==> src/rtl/fir_coef_loader.sv <==
// -----------------------------------------------------------------------------
// fir_coef_loader
//
// Host-side sequencer that turns a byte stream (LSB then MSB per tap) into
// write transactions on the FIR filter bank's coefficient port. While a
// filter's coefficients are being replaced, audio_hold asks the audio path to
// pause.
//
// Sequence per load:
//   IDLE -> ADDR_RST (clear bank write address) -> ADDR_CHK (confirm it is 0)
//        -> { GET_LSB -> GET_MSB -> WRITE -> SETTLE } x num_taps -> FINISH
//
// Ports
//   clk, reset_n        system clock, synchronous active-low reset
//   start               1-clk pulse, begin a load (only accepted in IDLE)
//   filter_sel[3:0]     target filter RAM, latched on accepted start
//   num_taps[7:0]       coefficient count, latched on accepted start
//   abort               cancel an in-progress load
//   byte_valid          byte_data valid
//   byte_data[7:0]      coefficient byte, LSB first then MSB
//   byte_ready          byte accepted this clk when byte_valid is also high
//   coef_addr_rst       1-clk pulse clearing the bank write address
//   coefficient_wr_en   1-clk write strobe, one per tap
//   coef_select[3:0]    RAM select (latched filter_sel)
//   coef_wr_lsb_data    coefficient bits [7:0]
//   coef_wr_msb_data    coefficient bits [15:8]
//   wr_addr_zero        bank reports its write address is 0
//   busy                load in progress
//   audio_hold          request audio pause; drops 1 clk after done/abort
//   done                1-clk pulse at end of a load (success or error)
//   error               sticky fault flag, cleared by the next accepted start
//   taps_loaded[7:0]    taps written in the current/last load
//
// Every output is a flop. Output flops are loaded from the next-state value,
// so each output tracks the state it describes without a decode delay.
// -----------------------------------------------------------------------------
module fir_coef_loader #(
  parameter int NUM_FILTERS = 4,
  parameter int MAX_TAPS    = 255,
  parameter int SETTLE_CLKS = 2
) (
  input  logic       clk,
  input  logic       reset_n,
  input  logic       start,
  input  logic [3:0] filter_sel,
  input  logic [7:0] num_taps,
  input  logic       abort,
  input  logic       byte_valid,
  input  logic [7:0] byte_data,
  output logic       byte_ready,
  output logic       coef_addr_rst,
  output logic       coefficient_wr_en,
  output logic [3:0] coef_select,
  output logic [7:0] coef_wr_lsb_data,
  output logic [7:0] coef_wr_msb_data,
  input  logic       wr_addr_zero,
  output logic       busy,
  output logic       audio_hold,
  output logic       done,
  output logic       error,
  output logic [7:0] taps_loaded
);

  typedef enum logic [2:0] {
    IDLE     = 3'd0,
    ADDR_RST = 3'd1,
    ADDR_CHK = 3'd2,
    GET_LSB  = 3'd3,
    GET_MSB  = 3'd4,
    WRITE    = 3'd5,
    SETTLE   = 3'd6,
    FINISH   = 3'd7
  } state_t;

  // Comparisons are widened by one bit so the limits stay representable.
  localparam logic [4:0] NUM_FILTERS_C = 5'(NUM_FILTERS);
  localparam logic [8:0] MAX_TAPS_C    = 9'(MAX_TAPS);
  localparam logic [7:0] SETTLE_LAST_C = 8'(SETTLE_CLKS - 1);

  state_t     state_r, next_state_s;

  // Latched load parameters and datapath
  logic [3:0] sel_r, sel_next_s;
  logic [7:0] taps_r, taps_next_s;
  logic [7:0] cnt_r, cnt_next_s;          // ADDR_CHK wait and SETTLE timer
  logic [7:0] lsb_r, lsb_next_s;
  logic [7:0] msb_r, msb_next_s;
  logic [7:0] loaded_r, loaded_next_s;
  logic       error_r, error_next_s;

  // Output flops
  logic       busy_r;
  logic       audio_hold_r;
  logic       done_r;
  logic       wr_en_r;
  logic       addr_rst_r;
  logic       byte_ready_r;

  logic       transfer_s;
  logic       params_bad_s;
  logic       next_busy_s;

  assign transfer_s   = byte_valid & byte_ready_r;
  assign params_bad_s = ({1'b0, filter_sel} >= NUM_FILTERS_C) ||
                        (num_taps == 8'd0) ||
                        ({1'b0, num_taps} > MAX_TAPS_C);
  assign next_busy_s  = (next_state_s != IDLE) && (next_state_s != FINISH);

  // FSM state register
  always_ff @(posedge clk) begin
    if (!reset_n) begin
      state_r <= IDLE;
    end else begin
      state_r <= next_state_s;
    end
  end

  // Next-state and datapath next-value logic
  always_comb begin
    next_state_s  = state_r;
    sel_next_s    = sel_r;
    taps_next_s   = taps_r;
    cnt_next_s    = cnt_r;
    lsb_next_s    = lsb_r;
    msb_next_s    = msb_r;
    loaded_next_s = loaded_r;
    error_next_s  = error_r;

    case (state_r)
      IDLE: begin
        if (start) begin
          sel_next_s    = filter_sel;
          taps_next_s   = num_taps;
          loaded_next_s = 8'd0;
          if (params_bad_s) begin
            error_next_s = 1'b1;
            next_state_s = FINISH;
          end else begin
            error_next_s = 1'b0;
            next_state_s = ADDR_RST;
          end
        end else begin
          next_state_s = IDLE;
        end
      end

      ADDR_RST: begin
        cnt_next_s   = 8'd0;
        next_state_s = ADDR_CHK;
      end

      // First clk lets the bank react to coef_addr_rst; second clk samples.
      ADDR_CHK: begin
        if (cnt_r == 8'd0) begin
          cnt_next_s = 8'd1;
        end else if (wr_addr_zero) begin
          next_state_s = GET_LSB;
        end else begin
          error_next_s = 1'b1;
          next_state_s = FINISH;
        end
      end

      GET_LSB: begin
        if (transfer_s) begin
          lsb_next_s   = byte_data;
          next_state_s = GET_MSB;
        end else begin
          next_state_s = GET_LSB;
        end
      end

      // taps_loaded steps on the same edge the write strobe rises.
      GET_MSB: begin
        if (transfer_s) begin
          msb_next_s    = byte_data;
          loaded_next_s = loaded_r + 8'd1;
          next_state_s  = WRITE;
        end else begin
          next_state_s = GET_MSB;
        end
      end

      WRITE: begin
        cnt_next_s   = 8'd0;
        next_state_s = SETTLE;
      end

      SETTLE: begin
        if (cnt_r == SETTLE_LAST_C) begin
          if (loaded_r == taps_r) begin
            next_state_s = FINISH;
          end else begin
            next_state_s = GET_LSB;
          end
        end else begin
          cnt_next_s = cnt_r + 8'd1;
        end
      end

      FINISH: begin
        next_state_s = IDLE;
      end

      default: begin
        next_state_s = IDLE;
      end
    endcase

    // Abort wins over everything while busy; a tap whose MSB arrives in the
    // same clk is not counted because its strobe will never be issued.
    if (abort && busy_r) begin
      next_state_s  = IDLE;
      error_next_s  = 1'b1;
      loaded_next_s = loaded_r;
    end else begin
      next_state_s  = next_state_s;
    end
  end

  // Datapath registers
  always_ff @(posedge clk) begin
    if (!reset_n) begin
      sel_r    <= 4'd0;
      taps_r   <= 8'd0;
      cnt_r    <= 8'd0;
      lsb_r    <= 8'd0;
      msb_r    <= 8'd0;
      loaded_r <= 8'd0;
      error_r  <= 1'b0;
    end else begin
      sel_r    <= sel_next_s;
      taps_r   <= taps_next_s;
      cnt_r    <= cnt_next_s;
      lsb_r    <= lsb_next_s;
      msb_r    <= msb_next_s;
      loaded_r <= loaded_next_s;
      error_r  <= error_next_s;
    end
  end

  // Output flops loaded from the next state; audio_hold stays up one extra
  // clk after busy falls so the audio path restarts after the last strobe.
  always_ff @(posedge clk) begin
    if (!reset_n) begin
      busy_r       <= 1'b0;
      audio_hold_r <= 1'b0;
      done_r       <= 1'b0;
      wr_en_r      <= 1'b0;
      addr_rst_r   <= 1'b0;
      byte_ready_r <= 1'b0;
    end else begin
      busy_r       <= next_busy_s;
      audio_hold_r <= (next_state_s != IDLE) || busy_r;
      done_r       <= (next_state_s == FINISH);
      wr_en_r      <= (next_state_s == WRITE);
      addr_rst_r   <= (next_state_s == ADDR_RST);
      byte_ready_r <= (next_state_s == GET_LSB) || (next_state_s == GET_MSB);
    end
  end

  assign byte_ready        = byte_ready_r;
  assign coef_addr_rst     = addr_rst_r;
  assign coefficient_wr_en = wr_en_r;
  assign coef_select       = sel_r;
  assign coef_wr_lsb_data  = lsb_r;
  assign coef_wr_msb_data  = msb_r;
  assign busy              = busy_r;
  assign audio_hold        = audio_hold_r;
  assign done              = done_r;
  assign error             = error_r;
  assign taps_loaded       = loaded_r;

endmodule

==> config.mk <==
export PLATFORM = sky130hd
export DESIGN_NAME = fir_coef_loader
export DESIGN_NICKNAME = d
export VERILOG_FILES = /design/src/rtl/fir_coef_loader.sv
export SDC_FILE = /design/constraint.sdc
export NUM_CORES = 1
export LEC_CHECK = 0
export ABC_AREA = 1
export CORE_MARGIN = 2
export CORE_UTILIZATION = 49
export DETAILED_ROUTE_END_ITERATION = 12
export GPL_TIMING_DRIVEN = 1
export HOLD_SLACK_MARGIN = 0.1
export PLACE_DENSITY = 0.79
export SYNTH_ARGS = -nofsm -noshare
export SYNTH_HDL_FRONTEND = slang
export SYNTH_SLANG_ARGS = --single-unit
==> constraint.sdc <==
create_clock -name clk -period 2 [get_ports clk]
set_input_delay 0.4 -clock clk [delete_from_list [all_inputs] [get_ports clk]]
set_output_delay 0.4 -clock clk [all_outputs]
set_load 0.005 [all_outputs]
# ---- After elaboration in Yosys (flattened, before gate mapping)
# Index checks and enable logic that the tools add are counted.
dict set report word_totals {
  ff_bits 54
  in_bits 26
  out_inout_bits 35
  wordCells 82
}
dict set report op_classes {
  n_reduce_logical 19
  magnitude_cmp 1
  mux 22
  bitwise_logic 2
  addsub 2
  n_eq_ne 22
}
# operator n
set ops {}
lappend ops {{$mux 8} 4}
lappend ops {{$mux 3} 8}
lappend ops {{$pmux 3 s8} 1}
lappend ops {{$pmux 8 s3} 1}
lappend ops {{$eq 3x3->1 const B} 7}
lappend ops {{$add 8x1->8 const B} 2}
lappend ops {{$logic_not 8->1} 2}
lappend ops {{$pmux 8 s2} 1}
lappend ops {{$ne 3x3->1 const B} 4}
lappend ops {{$eq 3x2->1 const B} 3}
lappend ops {{$reduce_bool 3->1} 3}
lappend ops {{$eq 8x1->1 const B} 1}
lappend ops {{$eq 8x8->1} 1}
lappend ops {{$ne 2x2->1 const B} 4}
lappend ops {{$reduce_and 4->1} 2}
lappend ops {{$eq 3x1->1 const B} 2}
lappend ops {{$mux 1} 6}
lappend ops {{$reduce_and 2->1} 3}
lappend ops {{$ge 4x3->1 const B} 1}
lappend ops {{$logic_not 3->1} 1}
lappend ops {{$logic_or 1x1->1} 3}
lappend ops {{$reduce_and 3->1} 1}
lappend ops {{$logic_and 1x1->1} 2}
lappend ops {{$pmux 1 s2} 1}
lappend ops {{other kinds (4)} 4}

# ---- Longest topological paths before layout
# Gate-level depths: netlist of the first run.
dict set report depth {
  depth_word 8
  mapped_depth 13
  depth_no_buf 13
}

# ---- Least setup slack after synthesis of the first run
# OpenSTA, ideal clock, no wires.
dict set report synth_path {
  path_type {reg2reg}
  start {register cnt_r[0]}
  end {register cnt_r[6]}
  period_less_slack_ps 1440
  required_ps 1872
  t_arrival_ps 1312
  setup_slack_ps 560
  stages_incl_launch_ff 12
  setup_time_ps 128
  n_path_buf 1
  path_cell_list {dfxtp_1 > inv_1 > ha_1 > inv_1 > nor2_1 > nand2_1 > nand2_2 > nand4_2 > buf_6 > nor2_2 > xor2_1 > nor2_1}
}
dict set report synth_between {
  elab_chain_cells 3
  elab_cells_between_ends 8
  cone_classes {1 x add/sub; 3 x eq/ne; 2 x mux; 2 x reduce/logical}
}
# element line_no
set synth_rtl {}
lappend synth_rtl {{start, declared} 85} ;# logic [7:0] cnt_r, cnt_next_s;
lappend synth_rtl {{start signal, assigned} 234} ;# cnt_r <= cnt_next_s;
lappend synth_rtl {{$add 8x1->8, or another cell as far along} 197} ;# cnt_next_s = cnt_r + 8'd1;
lappend synth_rtl {{$mux 8 or $ne 2x2->1 (tied branches)} --}
lappend synth_rtl {{$pmux 8 s3 or $reduce_and 3->1 (tied branches)} --}
# Parallel ways exist; a longest one is shown, timed or not. The select of a mux whose other input is x is not followed.
# A chain may end at the register's enable or synchronous reset.

# ---- Worst setup path after layout of the first run
dict set report layout_path {
  start {register cnt_r[1]}
  end {register cnt_r[6]}
}
# The elaborated chain is that of the path after synthesis.

==> flow_metrics.tcl, run 1 <==
set metrics [dict create \
    status "completed" \
    firstDrtPassIters 4 \
    leakage_nw 1.34 \
    pwr-share-seq_pct 36.3 \
    clk_latency_ns 0.31 \
    die_y_um 76.4 \
    hold_buffers 0 \
    fp-row-count 26 \
    overflow 0 \
    avgSynthCellArea_um2 7.21 \
    rsz0062_at_grt "false" \
    io_pins 61 \
    grt_pass1_wl_um 10700 \
    internal_power_w 0.00234 \
    drt_iter0_markers 151 \
    synth_top_cell_by_area "dfxtp_1" \
    final_nets 451 \
    required_ns 2.20 \
    dpl.hpwl_um 4800 \
    post_cts_buffers 0 \
    cts.clk_slew.worst_paths_ns 0.10 \
    synth_nets 386 \
    hold_viol 0 \
    drive_above_1_share_pct 11.9 \
    fin_util_pct 66.5 \
    grt_max_degree 19 \
    cts_tree "done" \
    wirelength_um 6260 \
    drc 0 \
    clockBufferDepth 2 \
    vias 2491 \
    syn-instance-count 356 \
    synth_cell_types 33 \
    dieWidth_um 76.4 \
    track_usage_pct 22.4 \
    cp_slowest_cell "o21ai_1" \
    syn_area_um2 2570 \
    cts_max_level 2 \
    clock_sinks 54 \
    cts_resized 0 \
    yosys_warnings 0 \
    place.gp.congestion 0.869 \
    finalCriticalPeriod_ns 1.82 \
    core-area_um2 5070 \
    worst_setup_path_start_kind "flip-flop" \
    worst_slew_pin_slew_ns 0.480 \
    syn2layout_area_growth_pct 31.4 \
    peakVddDrop_v 0.000586 \
    finalClockSkew_ns 0.00716 \
    cpLargestDelayFamily "simple AND/OR/NAND/NOR gates" \
    antenna_cells 0 \
    cts_root_buf "clkbuf_8" \
    cp_max_fo 6 \
    layout_worst_path_cycle_share_pct 90.8 \
    hold_path.class "flip-flop to flip-flop" \
    crit_arrival_ns 2.01 \
    relSlewSlack_pct 67.8 \
    fmax_ghz 0.551 \
    switching_share_pct 39.4 \
    fp.dieArea_um2 5830 \
    crit_buf_inv 2 \
    synth_top_cell_area_share_pct 42.1 \
    synthTopCellsByArea "dfxtp_1, nand2_1, a21oi_1" \
    cts_buffers 5 \
    slew_viol_final 0 \
    power_density_nw_per_um2 1150 \
    setup_viol 0 \
    power_frac_comb_pct 44.1 \
    yosysSeqAreaShare_pct 42.1 \
    io_buffers 60 \
    ant_nets 0 \
    antenna_found_initial 0 \
    end_kind "flip-flop" \
    cap_violations 0 \
    critPathKind "flip-flop to flip-flop" \
    grt_pass1_vias 2435 \
    p_switching_w 0.00152 \
    crit_path_max_incr_delay_ns 0.43 \
    wl_per_cell_um 12.8 \
    start_util_pct 50.6 \
    fin_tns_setup_ns 0 \
    pwr-share-clk_pct 19.6 \
    via_per_inst 5.07 \
    cp_cell_sequence "inv_1 -> ha_1 -> inv_1 -> nor2_1 -> nand2_1 -> nand2_2 -> nand4_2 -> o21ai_1 -> nor2_1" \
    ys_ff_latch 54 \
]
-- synthesized netlist by cell type --
library cell	n
clkbuf_1	3
or2_2	1
clkinv_1	2
nand2_4	1
buf_6	1
nand3_1	30
xor2_1	1
o21ai_0	16
xnor2_1	6
ha_1	4
o21ai_2	2
buf_1	1
a211oi_1	2
nand4_1	2
buf_4	1
nor2_4	5
buf_2	4
nand4_2	1
a21oi_2	2
inv_2	6
a31oi_1	1
nand2_2	9
nor2_1	46
a21oi_1	35
nor3_2	1
nor3_1	8
inv_1	30
o21ai_1	2
dfxtp_1	54
nor2_2	4
a21boi_0	1
nand3_2	3
nand2_1	71
-- final cells by class --
cell class	instances	area [um^2]
Fill cell	437	1700
Tap cell	70	87.6
Clock buffer	6	82.6
Multi-Input combinational cell	254	1290
Sequential cell	54	1080
Timing Repair Buffer	68	661
Clock inverter	1	30.0
Inverter	38	143
-- cell usage in the layout, fill, tap and decap left out --
cell,count
nand2_1,71
clkdlybuf4s50_1,60
dfxtp_1,54
nor2_1,46
a21oi_1,35
inv_1,30
nand3_1,30
o21ai_0,16
nand2_2,9
nor3_1,8
buf_4,8
xnor2_1,6
inv_2,6
clkbuf_8,6
nor2_4,5
nor2_2,4
ha_1,4
nand3_2,3
o21ai_2,2
nand4_1,2
a21oi_2,2
o21ai_1,2
clkinv_1,2
a211oi_1,2
a21boi_0,1
nand2_4,1
a31oi_1,1
nand4_2,1
xor2_1,1
nor3_2,1
or2_2,1
bufinv_16,1
-- logic make-up (layout without fill, tap and decap cells) --
kind of cell               count (synthesis)  count (layout)  share of synthesized area [%]
DFF                                       54              54                           42.1
buffers and inverters                     48             113                           7.65
xor gates and xnor gates                   7               7                           2.39
adders and majority gates                  4               4                           1.95
and+or+nand+nor                          182             182                           33.1
AOI/OAI and AO/OA                         61              61                           12.8
-- sequential cells by signal, indices dropped and copies added (netlist names) --
name and flops:
done 1, audio_hold 1, cnt_r 8, taps_r 8, coef_addr_rst 1, error 1
coef_wr_msb_data 8, coef_wr_lsb_data 8, coefficient_wr_en 1, byte_ready 1, taps_loaded 8, state_r 3
coef_select 4, busy 1
-- final timing paths --
check / start / slack, ns / to / cells past startpoint
setup / recovery: cnt_r[1] / 0.18 / cnt_r[6] / 9
setup reg to reg: cnt_r[1] / 0.18 / cnt_r[6] / 9
hold reg to reg: coef_wr_msb_data[5] / 0.47 / coef_wr_msb_data[5] / 2
hold / removal: coef_wr_msb_data[5] / 0.47 / coef_wr_msb_data[5] / 2
-- routing by layer --
layer | part of all wire [%] | track usage, % | vias to the layer above
li1 | - | - | 1272
met4 | 1.3 | 7.45 | 0
met2 | 50 | 39.2 | 65
met3 | 6.5 | 6.52 | 8
met1 | 42 | 26.4 | 1146
met5 | 0 | 0 | -
-- worst register-to-register path: cells and delay by family, from the launching register on --
| family | cells | cell delay, ns |
|---|---|---|
| AOI/OAI and AO/OA | 1 | 0.43 |
| adders and majority gates | 1 | 0.16 |
| buffers and inverters | 2 | 0.16 |
| DFF | 1 | 0.32 |
| and+or+nand+nor | 5 | 0.63 |
-- power groups by stage --
stage	sequential [W]	combinational, W	clock, W
CTS	0.00140	0.00171	0.000757
floorplan	0.00141	0.00121	0
global placement	0.00142	0.00165	0
detailed placement	0.00143	0.00169	0
finish	0.00140	0.00171	0.000756
global route	0.00143	0.00193	0.000811
-- per-stage QoR --
| step | hold slack, ns | setup slack [ns] | power, W | instance area [um^2] | instances |
|---|---|---|---|---|---|
| floorplan | 0.443 | 0.560 | 0.00262 | 2570 | 356 |
| global placement | 0.449 | 0.102 | 0.00307 | 3260 | 484 |
| detailed placement | 0.458 | 0.0561 | 0.00312 | 3260 | 484 |
| CTS | 0.472 | 0.207 | 0.00387 | 3370 | 491 |
| global route | 0.486 | 0.0840 | 0.00417 | 3370 | 491 |
| finish | 0.466 | 0.185 | 0.00387 | 3370 | 491 |
Note: power is estimated with default switching activity, not from simulation.
==> run 2, diff against run 1 <==
--- a/config.mk
+++ b/config.mk
@@ -9,9 +9,9 @@
 export CORE_MARGIN = 2
 export CORE_UTILIZATION = 49
 export DETAILED_ROUTE_END_ITERATION = 12
-export GPL_TIMING_DRIVEN = 1
 export HOLD_SLACK_MARGIN = 0.1
 export PLACE_DENSITY = 0.79
+export SLEW_MARGIN = 30
 export SYNTH_ARGS = -nofsm -noshare
 export SYNTH_HDL_FRONTEND = slang
 export SYNTH_SLANG_ARGS = --single-unit
==> results of run 2 <==
Final layout, timing and power as in run 1 (identical DEF).
